--- config.mk ---
export PLATFORM = sky130hd
export DESIGN_NAME = spi_write_controller_flat
export DESIGN_NICKNAME = d
export VERILOG_FILES = /design/src/rtl/spi_write_controller_if.sv /design/src/rtl/spi_write_controller.sv /design/src/flat_wrapper.sv
export SDC_FILE = /design/constraint.sdc
export NUM_CORES = 1
export LEC_CHECK = 0
export ABC_AREA = 0
export BUFFER_PORTS_ARGS = -buffer_cell sky130_fd_sc_hd__buf_4
export CAP_MARGIN = 25
export CORE_MARGIN = 2
export CORE_UTILIZATION = 30
export CTS_BUF_LIST = sky130_fd_sc_hd__clkbuf_8
export CTS_CLUSTER_SIZE = 24
export DETAILED_ROUTE_END_ITERATION = 8
export SKIP_CTS_REPAIR_TIMING = 1
export SLEW_MARGIN = 10
export SYNTH_ARGS = -nofsm -noshare
export SYNTH_HDL_FRONTEND = slang
export SYNTH_SLANG_ARGS = --single-unit
--- constraint.sdc ---
create_clock -name clk -period 2.5 [get_ports clk]
set_input_delay 0.625 -clock clk [delete_from_list [all_inputs] [get_ports clk]]
set_output_delay 0.625 -clock clk [all_outputs]
set_load 0.05 [all_outputs]
--- src/rtl/spi_write_controller_if.sv ---
// spi_write_controller_if: groups the parallel write-request side and the
// SPI wire side of the SPI write controller.
// slave  : the controller itself.
// master : the requester that drives write requests and observes the link.
interface spi_write_controller_if;
  logic        wr_en_in;
  logic [23:0] wr_address_in;
  logic [31:0] wr_data_in;
  logic        busy;
  logic        done;
  logic        sck;
  logic        cs;
  logic        copi;

  modport master (
    output wr_en_in, wr_address_in, wr_data_in,
    input  busy, done, sck, cs, copi
  );

  modport slave (
    input  wr_en_in, wr_address_in, wr_data_in,
    output busy, done, sck, cs, copi
  );
endinterface

--- src/rtl/spi_write_controller.sv ---
// spi_write_controller: SPI mode-0 initiator that sends one 64-bit write
// frame {WRITE_COMMAND, address[23:0], data[31:0]}, MSB first, per accepted
// request. sck, cs and copi are all generated from clk and registered.
// Optional feature macro: SPI_TRAIL_PULSE_EN -- adds one extra sck pulse
// with copi=0 after the last data bit (65 rising edges per frame).
module spi_write_controller #(
  parameter logic [7:0]  WRITE_COMMAND  = 8'hA1,
  parameter int unsigned CLK_DIV        = 2,
  parameter int unsigned CS_IDLE_CYCLES = 2
) (
  input logic                    clk,
  input logic                    rst_n,
  spi_write_controller_if.slave  bus
);

  // Terminal values of the shared cycle counter (half-period / hold / gap).
  localparam logic [7:0] DIV_LAST = 8'(CLK_DIV - 1);
  localparam logic [7:0] GAP_LAST = 8'(CS_IDLE_CYCLES - 1);

  // Rising-edge count after which the next falling edge ends the frame.
`ifdef SPI_TRAIL_PULSE_EN
  localparam logic [6:0] LAST_RISE = 7'd65;
`else
  localparam logic [6:0] LAST_RISE = 7'd64;
`endif

  typedef enum logic [1:0] {
    ST_IDLE  = 2'd0,
    ST_SHIFT = 2'd1,
    ST_HOLD  = 2'd2,
    ST_GAP   = 2'd3
  } state_t;

  state_t      state_r,   state_s;
  logic [7:0]  div_cnt_r, div_cnt_s;
  logic [6:0]  bit_cnt_r, bit_cnt_s;
  logic [63:0] shift_r,   shift_s;
  logic        sck_r,     sck_s;
  logic        cs_r,      cs_s;
  logic        copi_r,    copi_s;
  logic        busy_r,    busy_s;
  logic        done_r,    done_s;
  logic [63:0] load_s;

  assign load_s   = {WRITE_COMMAND, bus.wr_address_in, bus.wr_data_in};

  assign bus.sck  = sck_r;
  assign bus.cs   = cs_r;
  assign bus.copi = copi_r;
  assign bus.busy = busy_r;
  assign bus.done = done_r;

  // State and output registers with synchronous active-low reset.
  always_ff @(posedge clk) begin
    if (!rst_n) begin
      state_r   <= ST_IDLE;
      div_cnt_r <= 8'd0;
      bit_cnt_r <= 7'd0;
      shift_r   <= 64'd0;
      sck_r     <= 1'b0;
      cs_r      <= 1'b1;
      copi_r    <= 1'b0;
      busy_r    <= 1'b0;
      done_r    <= 1'b0;
    end else begin
      state_r   <= state_s;
      div_cnt_r <= div_cnt_s;
      bit_cnt_r <= bit_cnt_s;
      shift_r   <= shift_s;
      sck_r     <= sck_s;
      cs_r      <= cs_s;
      copi_r    <= copi_s;
      busy_r    <= busy_s;
      done_r    <= done_s;
    end
  end

  // Next-state and next-output logic for the frame sequencer.
  always_comb begin
    state_s   = state_r;
    div_cnt_s = div_cnt_r;
    bit_cnt_s = bit_cnt_r;
    shift_s   = shift_r;
    sck_s     = sck_r;
    cs_s      = cs_r;
    copi_s    = copi_r;
    busy_s    = busy_r;
    done_s    = 1'b0;

    case (state_r)
      ST_IDLE: begin
        if (bus.wr_en_in && !busy_r) begin
          // Accept: the first bit goes onto copi together with cs falling.
          state_s   = ST_SHIFT;
          shift_s   = load_s;
          copi_s    = load_s[63];
          cs_s      = 1'b0;
          busy_s    = 1'b1;
          sck_s     = 1'b0;
          div_cnt_s = 8'd0;
          bit_cnt_s = 7'd0;
        end else begin
          cs_s      = 1'b1;
          sck_s     = 1'b0;
          copi_s    = 1'b0;
          busy_s    = 1'b0;
          div_cnt_s = 8'd0;
          bit_cnt_s = 7'd0;
        end
      end

      ST_SHIFT: begin
        if (div_cnt_r == DIV_LAST) begin
          div_cnt_s = 8'd0;
          sck_s     = ~sck_r;
          if (!sck_r) begin
            // Rising edge: peripheral samples copi now.
            bit_cnt_s = bit_cnt_r + 7'd1;
          end else begin
            // Falling edge: either end the frame or present the next bit.
            if (bit_cnt_r == LAST_RISE) begin
              state_s = ST_HOLD;
            end else begin
              shift_s = {shift_r[62:0], 1'b0};
              copi_s  = shift_r[62];
            end
          end
        end else begin
          div_cnt_s = div_cnt_r + 8'd1;
        end
      end

      ST_HOLD: begin
        // Keep cs low for one more half-period after the final fall.
        if (div_cnt_r == DIV_LAST) begin
          div_cnt_s = 8'd0;
          cs_s      = 1'b1;
          copi_s    = 1'b0;
          done_s    = 1'b1;
          state_s   = ST_GAP;
        end else begin
          div_cnt_s = div_cnt_r + 8'd1;
        end
      end

      ST_GAP: begin
        // The done cycle is the first of the CS_IDLE_CYCLES gap cycles.
        if (div_cnt_r == GAP_LAST) begin
          div_cnt_s = 8'd0;
          busy_s    = 1'b0;
          state_s   = ST_IDLE;
        end else begin
          div_cnt_s = div_cnt_r + 8'd1;
        end
      end

      default: begin
        state_s   = ST_IDLE;
        div_cnt_s = 8'd0;
        bit_cnt_s = 7'd0;
        shift_s   = 64'd0;
        sck_s     = 1'b0;
        cs_s      = 1'b1;
        copi_s    = 1'b0;
        busy_s    = 1'b0;
      end
    endcase
  end

endmodule
--- src/flat_wrapper.sv ---
// flat-port wrapper written by rule: the top's interface ports become plain ports
module spi_write_controller_flat 
#(
  parameter logic [7:0]  WRITE_COMMAND  = 8'hA1,
  parameter int unsigned CLK_DIV        = 2,
  parameter int unsigned CS_IDLE_CYCLES = 2
)
  (clk, rst_n, bus_wr_en_in, bus_wr_address_in, bus_wr_data_in, bus_busy, bus_done, bus_sck, bus_cs, bus_copi);
  spi_write_controller_if bus_i ();
  input logic clk;
  input logic rst_n;
  input wire logic [$bits(bus_i.wr_en_in)-1:0] bus_wr_en_in;
  input wire logic [$bits(bus_i.wr_address_in)-1:0] bus_wr_address_in;
  input wire logic [$bits(bus_i.wr_data_in)-1:0] bus_wr_data_in;
  output wire logic [$bits(bus_i.busy)-1:0] bus_busy;
  output wire logic [$bits(bus_i.done)-1:0] bus_done;
  output wire logic [$bits(bus_i.sck)-1:0] bus_sck;
  output wire logic [$bits(bus_i.cs)-1:0] bus_cs;
  output wire logic [$bits(bus_i.copi)-1:0] bus_copi;
  assign bus_i.wr_en_in = bus_wr_en_in;
  assign bus_i.wr_address_in = bus_wr_address_in;
  assign bus_i.wr_data_in = bus_wr_data_in;
  assign bus_busy = bus_i.busy;
  assign bus_done = bus_i.done;
  assign bus_sck = bus_i.sck;
  assign bus_cs = bus_i.cs;
  assign bus_copi = bus_i.copi;
  spi_write_controller #(.WRITE_COMMAND(WRITE_COMMAND), .CLK_DIV(CLK_DIV), .CS_IDLE_CYCLES(CS_IDLE_CYCLES)) u_core (.clk(clk), .rst_n(rst_n), .bus(bus_i));
endmodule
# Word level (Yosys, flattened, before mapping)
# Cells that the tools add are included.
[totals]
regBits = 85
in_bits = 59
mem_bits_ro = 0
word_cells = 71
n_memories = 0
ramBits = 0
latch_bits = 0
output_inout_bits = 5
[op_classes]
n_mul = 0
bitwise = 1
shifts = 0
n_lt_le_gt_ge = 0
n_mux = 30
n_reduce_logical = 16
eq_ne = 13
div_mod_pow = 0
addsub = 2
[op_table]
columns = ["cell", "n"]
rows = [
  ["2-to-1 mux 63 bit", 4],
  ["case mux 63 bit (2 select lines)", 1],
  ["case mux 8 bit (2 select lines)", 1],
  ["2-to-1 mux 7 bit", 2],
  ["case mux 7 bit (2 select lines)", 1],
  ["2-to-1 mux 2 bit", 6],
  ["!= test 2 x 1 -> 1 bit, second input constant", 6],
  ["AND reduction 5 bit", 2],
  ["2-to-1 mux 1 bit", 9],
  ["adder 8 x 1 -> 8 bit, second input constant", 1],
  ["== test 8 x 1 -> 1 bit, second input constant", 1],
  ["2-to-1 mux 8 bit", 1],
  ["case mux 2 bit (4 select lines)", 1],
  ["AND reduction 2 bit", 4],
  ["adder 7 x 1 -> 7 bit, second input constant", 1],
  ["== test 7 bit, second input constant", 1],
  ["case mux 1 bit (2 select lines)", 3],
  ["AND reduction 6 bit", 1],
  ["nonzero test 2 bit", 3],
  ["== test 2 bit, second input constant", 2],
  ["!= test 2 bit, second input constant", 2],
  ["case mux 1 bit (3 select lines)", 1],
  ["AND reduction 3 bit", 1],
  ["nonzero test 3 bit", 1],
  ["6 further kinds", 6],
]

# Logic depth before layout (Yosys ltp)
# Gate-level depths: netlist (run 1).
[logic_depth]
depth_word = 5
depth_mapped = 9
mapped_depth_nobuf = 6

# Worst setup path before layout (run 1)
# Ideal clock, no wire load.
[synth_timing]
path_type = "register -> register"
start = "register u_core.state_r[1]"
end = "register u_core.shift_r[0]"
period_less_slack_ps = 1944
path_buffers = 3
required_ps = 2383
stages_incl_launch_ff = 10
setup_time_ps = 117
setup_slack_ps = 556
arrival_time_ps = 1826
path_cell_list = "dfxtp_1 inv_1 ha_1 clkbuf_1 nor2b_1 a21oi_1 a31oi_1 buf_6 buf_12 a32o_1"
[synth_via]
elab_chain_len = 3
word_cells_on_any_way = 9
cone_classes = "eq/ne: 5; mux: 1; reduce/logical: 3"
[synth_rtl]
columns = ["element", "line_no", "rtl"]
rows = [
  ["start, declared", "spi_write_controller.sv:34", "state_t state_r, state_s;"],
  ["start signal, assigned", "spi_write_controller.sv:66", "state_r <= state_s;"],
  ["== test 2 x 1 -> 1 bit / zero test 2 bit (equally long branches)", "spi_write_controller.sv:90", "case (state_r)"],
  ["!= test 2 bit (no line) (tied with other cells)", "--", ""],
  ["AND reduction 5 bit (no line)", "--", ""],
  ["end signal, assigned", "spi_write_controller.sv:69", "shift_r <= shift_s;"],
  ["end, declared", "spi_write_controller.sv:37", "logic [63:0] shift_r, shift_s;"],
]
# Parallel ways exist; a longest one is shown, timed or not.
# A chain may end at the register's enable or synchronous reset.

# Worst setup path after layout (run 1)
[layout_timing]
start = "register u_core.bit_cnt_r[2]"
end = "register u_core.shift_r[36]"
[layout_via]
elab_chain_len = 3
[layout_rtl]
columns = ["element", "line_no", "rtl"]
rows = [
  ["start, declared", "spi_write_controller.sv:36", "logic [6:0] bit_cnt_r, bit_cnt_s;"],
  ["start signal, assigned", "spi_write_controller.sv:68", "bit_cnt_r <= bit_cnt_s;"],
  ["== test 7 bit", "spi_write_controller.sv:121", "if (bit_cnt_r == LAST_RISE) begin"],
  ["!= test 2 bit (no line)", "--", ""],
  ["AND reduction 5 bit (no line)", "--", ""],
]
# Every way passes these cells.

==> results.ini, run 1 <==
[synthesis]
synth_top_area_cell = dfxtp_1
yosysWarningCount = 0
syn_nets = 530
synth_top_area_frac = 0.391
synth_area_um2 = 4350
synth_most_common_cell = nand2_1
synthCells = 463
synth_commonest_cells = nand2_1 (123), dfxtp_1 (85), mux2i_1 (58), mux2_2 (55), clkbuf_1 (22)
syn_area_per_cell_um2 = 9.39
synth-main-ff-cell = dfxtp_1
ys_ff_latch = 85
synthArstFlopShare = 0
synth_cell_type_count = 48
yosys-top-cells-area = dfxtp_1 (39%), mux2_2 (14%), mux2i_1 (13%)
synth_edf_count = 0
synth_seq_area_share = 0.391

[clocking]
clkSlewWorstSetupHoldPaths_ns = 0.08
clock-sinks = 85
clockBufferDepth = 2
htree_num_levels = 3
clockRootBuffer = clkbuf_8
cts_buffers = 9
cts_tree = done
insertion_delay_ns = 0.36

[setup_path]
slowest_delay_ns = 0.57
crit_type = flop to flop
cp.required_ns = 2.79
crit_chain = or4b_4, or2_4, a31oi_4, buf_12, mux2i_1
crit_fanout = 34
endpoint_kind = flop
startpoint_type = flop
critPathSlowestCell = or4b_4
critPathArrivalTime_ns = 2.36

[cells_and_area]
finalNetCount = 581
multi_input_area_um2 = 2440
drive_above_1_share = 0.303
synthToLayoutAreaGrowth_pct = 19.0
diodes = 0
ff_latch_area_um2 = 1700
fillers = 1413

[timing]
finalSetupViolCount = 0
relSlewSlack = 0.665
period_share = 0.826
max_freq_ghz = 0.484
drv_slew = 0
worst_pin_slew_ns = 0.503
fin_crit_ns = 2.06
fin_setup_tns_ns = 0
hold_viol_final = 0
rsz0062_at_grt = no
finClkSkew_ns = 0.00550
layout_setup_ws_ns = 0.435

[global_route]
grt_use_total = 0.116
grt_pass1_vias = 3217
antenna_found_initial = 0
grt_max_degree = 119
grt_overflow = 0
grt_pass1_wl_um = 15000

[die]
core_area_um2 = 14000
dieArea_um2 = 15500
start_util = 0.310
die_h_um = 124
ioPinCount = 64
rows = 43
die_w_um = 124

[routing]
routedWlPerCell_um = 12.4
drt_iter0_drc = 108
viasPerCell = 4.68
drtPass1Iterations = 6
drc_errors = 0
wirelength_um = 8640
ant_nets = 0
vias = 3274

[pwr]
p_leak_uw = 0.00230
vdd_drop_max_mv = 0.359
powerDensity_nw_per_um2 = 917

[place]
io_buffers = 63
place_ws_ns = 0.388
dp_hpwl_um = 5890
gp_congestion = 0.736

[run_status]
status = completed

[worst_hold_path]
hold_class = flop to flop

[run]
drv_cap = 0

-- path summary, 6_finish.rpt --
path	from	to	slack, ns	depth (start not counted)
setup / recovery	u_core.bit_cnt_r[2]	u_core.shift_r[36]	0.44	5
setup reg to reg	u_core.bit_cnt_r[2]	u_core.shift_r[36]	0.44	5
hold reg to reg	u_core.shift_r[38]	u_core.shift_r[38]	0.46	2
hold / removal	u_core.shift_r[38]	u_core.shift_r[38]	0.46	2
-- where the power goes --
| group | switching [uW] | internal [uW] |
|---|---|---|
| clock network | 505 | 516 |
| registers | 156 | 1650 |
| logic | 951 | 965 |
| total | 1610 | 3130 |
-- state kept, by name, summed over array words and instances, names as in the netlist --
signal,cells
u_core.bit_cnt_r,7
u_core.bus.busy,1
u_core.bus.copi,1
u_core.bus.cs,1
u_core.bus.done,1
u_core.bus.sck,1
u_core.div_cnt_r,8
u_core.shift_r,63
u_core.state_r,2
-- cells by family after synthesis --
| logic type | count (synthesis) | share of synthesized area |
|---|---|---|
| multiplexers | 113 | 0.276 |
| AO/OA/AOI/OAI | 32 | 0.0564 |
| AND/OR/NAND/NOR | 180 | 0.186 |
| flip-flops | 85 | 0.391 |
| buffers and inverters | 37 | 0.0506 |
| XOR/XNOR | 8 | 0.0161 |
| adder cells (fa/ha/maj) | 8 | 0.0230 |
-- area by class of cell --
cell class              count  area share
clock inverters             5      0.0114
repair buffers             71       0.110
flip-flops and latches     85       0.329
multi-input cells         341       0.472
well taps                 180      0.0435
clock buffers              11      0.0293
inverters                   6     0.00435
-- routing by layer --
layer	GRT usage	vias up	share of wire
met5	0	-	0
met4	0.0297	0	0.0087
met3	0.0430	5	0.048
met2	0.186	54	0.47
met1	0.146	1525	0.47
li1	-	1690	-
-- worst max-delay path: cells and delay by family, from the launching register on --
family          cells  cell delay, ns
compound gates      1            0.26
flops               1            0.37
simple gates        2            0.85
mux                 1            0.22
buf+inv             1            0.28
-- stage by stage --
stage           util  instances  instance area, um2  hold WS (ns)  total power [uW]
2_1_floorplan      -        463                4350         0.435              3440
3_3_place_gp   0.353        683                4960         0.441              3710
3_5_place_dp   0.353        683                4960         0.450              3770
4_1_cts        0.368        699                5170         0.464              4820
5_1_grt        0.368        699                5170         0.478              5070
6_report       0.368        699                5170         0.459              4740
-- cell usage in the layout (no fill, tap or decap), drive strengths merged, types with 7 or more instances in the layout --
| cell type | instances |
|---|---|
| nand2 | 123 |
| dfxtp | 85 |
| buf | 71 |
| mux2i | 58 |
| mux2 | 55 |
| nor2 | 17 |
| clkbuf | 11 |
| and3 | 10 |
| nand3 | 9 |
| ha | 8 |
| a21oi | 7 |
Power figures use the tool's default switching activity.
==> inputs of run 2 (changes only) <==
Clock period 2.5 ns to 1.9 ns, I/O delays scaled along.
==> results.ini, run 2 (synthesis results as in run 1) <==
[global_route]
grt_pass1_wl_um = 15200  ; +1.7%
antenna_found_initial = 0  ; unchanged
grt_pass1_vias = 3246  ; +0.90%
grt_use_total = 0.116  ; +0.000405
grt_overflow = 0  ; unchanged
grt_max_degree = 120  ; +0.84%

[pwr]
p_leak_uw = 0.00247  ; +7.3%
power_frac_clock = 0.173  ; -0.042
p_sw_frac = 0.341  ; +0.00148
seqPwrFrac = 0.349  ; -0.032
p_comb_frac = 0.478  ; +0.074
internal_power_uw = 4470  ; +43%
p_switching_uw = 2320  ; +44%
powerDensity_nw_per_um2 = 1240  ; +35%
vdd_drop_max_mv = 0.433  ; +21%

[cells_and_area]
multi_input_area_um2 = 2480  ; +1.3%
finalNetCount = 606  ; +4.3%
diodes = 0  ; unchanged
layout_commonest_cell = nand2_1
largest_register_ffs = 63  ; unchanged
layout_common_cells = nand2_1 (123), buf_4 (82), dfxtp_1 (79), mux2i_1 (56), mux2_2 (55)
ff_latch_area_um2 = 1710  ; +0.44%
synthToLayoutAreaGrowth_pct = 26.4
final_cell_count_no_fill = 723  ; +3.4%
top_register = u_core.shift_r
reg.largest.list = u_core.shift_r: 63 flops, u_core.div_cnt_r: 8 flops, u_core.bit_cnt_r: 7 flops
fillers = 1395  ; -1.3%
drive_above_1_share = 0.355  ; +0.0529

[place]
dp.cells = 695  ; +1.8%
io_buffers = 63  ; unchanged
gp_congestion = 0.822  ; +12%
dp_hpwl_um = 6130  ; +4.1%
place_ws_ns = -0.0499  ; -0.438 ns

[routing]
viasPerCell = 4.70  ; +0.37%
vias = 3399  ; +3.8%
ant_nets = 0  ; unchanged
wirelength_um = 9780  ; +13%
routedWlPerCell_um = 13.5  ; +9.5%
drc_errors = 0  ; unchanged
drtPass1Iterations = 4  ; -2
drt_iter0_drc = 126  ; +17%

[setup_path]
endpoint_kind = flop
crit_type = flop to flop
startpoint_type = flop
cp.required_ns = 2.18  ; -0.61 ns
critPathArrivalTime_ns = 2.20  ; -0.16 ns
crit_fanout = 9  ; -74%
reg2reg_depth = 6  ; +1

[timing]
period_share = 1.01  ; +0.185
worst_pin_slew_ns = 0.461  ; -0.0419 ns
max_freq_ghz = 0.521  ; +7.5%
rsz0062_at_grt = yes
drv_slew = 0  ; unchanged
layout_setup_ws_ns = -0.0212  ; -0.456 ns
relSlewSlack = 0.693  ; +0.0279
finalSetupViolCount = 28  ; +28
fin_crit_ns = 1.92  ; -0.144 ns
hold_viol_final = 0  ; unchanged
finClkSkew_ns = 0.00877  ; +0.00327 ns
fin_setup_tns_ns = -0.251  ; -0.251 ns

[clocking]
clockRootBuffer = clkbuf_8
clockBufferDepth = 2  ; unchanged
cts_tree = done
clkSlewWorstSetupHoldPaths_ns = 0.08  ; about the same
htree_num_levels = 3  ; unchanged
cts_buffers = 9  ; unchanged
clock-sinks = 85  ; unchanged
insertion_delay_ns = 0.36  ; about the same

[die]
start_util = 0.310  ; unchanged
rows = 43  ; unchanged
core_area_um2 = 14000  ; unchanged
die_w_um = 124  ; unchanged
die_h_um = 124  ; unchanged
ioPinCount = 64  ; unchanged
dieArea_um2 = 15500  ; unchanged

[run_status]
violations = setup timing
status = finished, violations left

[run]
drv_cap = 0  ; unchanged

[worst_hold_path]
hold_class = primary input to flop
holdPathStages = 2  ; unchanged

[run 2: layer usage]
layer / part of all wire / vias to the layer above / track usage
li1: - / 1727 / -
met1: 0.48 / 1619 / 0.154
met2: 0.48 / 44 / 0.183
met3: 0.038 / 9 / 0.0374
met4: 0.0080 / 0 / 0.0278
met5: 0 / - / 0
[run 2: cell type report]
class,instances,share of cell area
flip-flops and latches,85,0.311
inverters,6,0.00410
well taps,180,0.0410
clock inverters,4,0.00455
multi-input cells,341,0.450
repair buffers,96,0.162
clock buffers,11,0.0275
[run 2: power groups by stage]
stage               clock [uW]  combinational (uW)  sequential (uW)
finish                    1180                3240             2370
global route              1290                3490             2420
CTS                       1220                2720             2370
detailed placement           0                2710             2400
global placement             0                2650             2390
floorplan                    0                2090             2440
[run 2: metrics by stage]
| step | instance area (um2) | utilization | power (uW) | hold WS [ns] |
|---|---|---|---|---|
| after floorplan | 4350 | - | 4530 | 0.435 |
| after global placement | 5060 | 0.360 | 5040 | 0.440 |
| after detailed placement | 5060 | 0.360 | 5120 | 0.452 |
| after CTS | 5230 | 0.373 | 6310 | 0.411 |
| after global routing | 5500 | 0.392 | 7200 | 0.416 |
| final | 5500 | 0.392 | 6790 | 0.427 |
[run 2: final timing paths]
check | to | slack (ns) | start
worst max register to register | u_core.shift_r[34] | -0.02 | u_core.bit_cnt_r[2]
worst max-delay path | u_core.shift_r[34] | -0.02 | u_core.bit_cnt_r[2]
worst min-delay path | u_core.bus.cs | 0.43 | rst_n
worst min register to register | u_core.shift_r[10] | 0.46 | u_core.shift_r[10]
[run 2: critical path, cell delays in order (launching register included)]
cell,delay [ns]
dfxtp_2,0.32
or4b_4,0.54
or2_4,0.26
a31oi_4,0.18
buf_12,0.19
clkbuf_16,0.18
mux2i_1,0.18
==> inputs of run 3 (changes only) <==
Settings changed: CORE_UTILIZATION 30 to 59, PLACE_DENSITY set to 0.82.
==> results.ini, run 3 (synthesis results as in run 1) <==
[routing]
top_layer_used = met4
wl_met1_um = 4360  ; -6.5%
viasPerCell = 5.48  ; +17%
drt_iter0_drc = 149  ; +18%
routedWlPerCell_um = 15.0  ; +11%
drtPass1Iterations = 4  ; unchanged
vias = 3518  ; +3.5%
ant_nets = 0  ; unchanged
route.met2.wl_um = 4780  ; +2.3%
wirelength_um = 9620  ; -1.6%
dr_wl_met3_um = 336  ; -9.4%
drc_errors = 0  ; unchanged

[die]
die_h_um = 89.8  ; -28%
rows = 31  ; -28%
dieArea_um2 = 8070  ; -48%
start_util = 0.606  ; +0.296
die_w_um = 89.8  ; -28%
ioPinCount = 64  ; unchanged
core_area_um2 = 7180  ; -49%

[cells_and_area]
drive_above_1_share = 0.348  ; -0.00737
synthToLayoutAreaGrowth_pct = 24.4
ff_latch_area_um2 = 1710  ; about the same
multi_input_area_um2 = 2490  ; +0.66%
top_register = u_core.shift_r
fillers = 486  ; -65%
largest_register_ffs = 63  ; unchanged
reg.largest.list = u_core.shift_r: 63 flops, u_core.div_cnt_r: 8 flops, u_core.bit_cnt_r: 7 flops
diodes = 0  ; unchanged
layout_common_cells = nand2_1 (123), buf_4 (83), dfxtp_1 (82), mux2i_1 (57), mux2_2 (55)
layout_commonest_cell = nand2_1
finalNetCount = 605  ; -0.17%
postLayoutCellArea_um2 = 5410  ; -1.6%
final_cell_count_no_fill = 642  ; -11%

[place]
dp.cells = 618  ; -11%
io_buffers = 63  ; unchanged
placed_area_um2 = 4980  ; -1.4%
dp_hpwl_um = 5740  ; -6.4%
gp_congestion = 0.843  ; +2.4%

[run]
drv_cap = 0  ; unchanged

[clocking]
htree_num_levels = 3  ; unchanged
clock-sinks = 85  ; unchanged
cts_tree = done
clkSlewWorstSetupHoldPaths_ns = 0.09  ; about the same
clockBufferDepth = 2  ; unchanged
clockRootBuffer = clkbuf_8
insertion_delay_ns = 0.35  ; about the same
cts_buffers = 9  ; unchanged

[setup_path]
path_depth = 6  ; unchanged
reg2reg_depth = 6  ; unchanged
crit_chain = or4b_4, or2_4, a31oi_4, buf_12, clkbuf_16, mux2i_1
path_delay_family = simple AND/OR/NAND/NOR gates
critPathSlowestCell = or4b_4
startpoint_type = flop
critPathArrivalTime_ns = 2.24  ; +0.04 ns
endpoint_kind = flop
slowest_delay_ns = 0.55  ; about the same
crit_type = flop to flop
r2r_end = u_core.shift_r[15]
cp.required_ns = 2.18  ; about the same
r2r_slack_ns = -0.07  ; -0.05 ns
cp_num_buf_inv = 2  ; unchanged
worstReg2RegStart = u_core.bit_cnt_r[2]
crit_fanout = 8  ; -1

[timing]
worst_pin_slew_ns = 0.477  ; +0.0155 ns
rsz0062_at_grt = yes
layout_setup_ws_ns = -0.0690  ; -0.0478 ns
fin_crit_ns = 1.97  ; +0.0478 ns
period_share = 1.04  ; +0.0252
finClkSkew_ns = 0.0134  ; +0.00461 ns
max_freq_ghz = 0.508  ; -2.4%
relSlewSlack = 0.680  ; -0.0121
drv_slew = 0  ; unchanged
hold_viol_final = 0  ; unchanged
finalSetupViolCount = 24  ; -14%

[pwr]
p_leak_uw = 0.00248  ; +0.46%
vdd_drop_max_mv = 0.720  ; +66%
powerDensity_nw_per_um2 = 1280  ; +3.5%

[global_route]
grt_pass1_wl_um = 14500  ; -4.9%
grt_use_total = 0.214  ; +0.0978
grt_pass1_vias = 3287  ; +1.3%
antenna_found_initial = 0  ; unchanged
grt_overflow = 0  ; unchanged
grt_max_degree = 117  ; -2.5%

[worst_hold_path]
worstHoldStart = u_core.shift_r[35]
hold_class = flop to flop
hold_path_end = u_core.shift_r[35]
holdPathStages = 2  ; unchanged

[run_status]
status = finished, violations left
violations = setup timing

[run 3: per-stage QoR]
| stage | hold slack (ns) | setup WS, ns | TNS (ns) | power (uW) | utilization |
|---|---|---|---|---|---|
| final | 0.461 | -0.0690 | -0.354 | 6910 | 0.754 |
| after global routing | 0.470 | -0.0880 | -2.58 | 7290 | 0.754 |
| after global placement | 0.440 | 0.00263 | 0 | 5010 | 0.695 |
| after CTS | 0.463 | -0.0729 | -1.97 | 6410 | 0.722 |
| after detailed placement | 0.449 | -0.0534 | -0.983 | 5100 | 0.695 |
| after floorplan | 0.435 | -0.0320 | -0.160 | 4530 | - |
[run 3: how the worst max path moves through the flow]
stage                              from                 end  slack, ns
floorplan             u_core.state_r[1]   u_core.shift_r[0]      -0.03
global placement    u_core.bit_cnt_r[3]  u_core.shift_r[27]      0.003
detailed placement  u_core.bit_cnt_r[3]  u_core.shift_r[19]      -0.05
CTS                 u_core.bit_cnt_r[3]  u_core.shift_r[15]      -0.07
global route        u_core.div_cnt_r[2]  u_core.shift_r[62]      -0.09
finish              u_core.bit_cnt_r[2]  u_core.shift_r[15]      -0.07
[run 3: routing by layer]
layer / GRT usage / vias up
met5: 0 / -
met4: 0.0705 / 0
met3: 0.0528 / 16
met2: 0.357 / 77
met1: 0.273 / 1679
li1: - / 1746
[run 3: layout make-up]
class	instances	share of cell area
clock buffers	10	0.0254
clock inverters	6	0.0113
inverters	6	0.00416
multi-input cells	341	0.461
flip-flops and latches	85	0.316
well taps	99	0.0229
repair buffers	95	0.160
[run 3: worst reg2reg max path, cell delays in order (launching register included)]
cell and delay, ns:
dfxtp_1 0.31, or4b_4 0.55, or2_4 0.26, a31oi_4 0.18
buf_12 0.18, clkbuf_16 0.19, mux2i_1 0.23
[run 3: report_power, final]
group / switching [uW] / internal [uW] / leakage, uW
Clock: 667 / 642 / 0.000108
Combinational: 1490 / 1730 / 0.00168
Sequential: 214 / 2180 / 0.000694
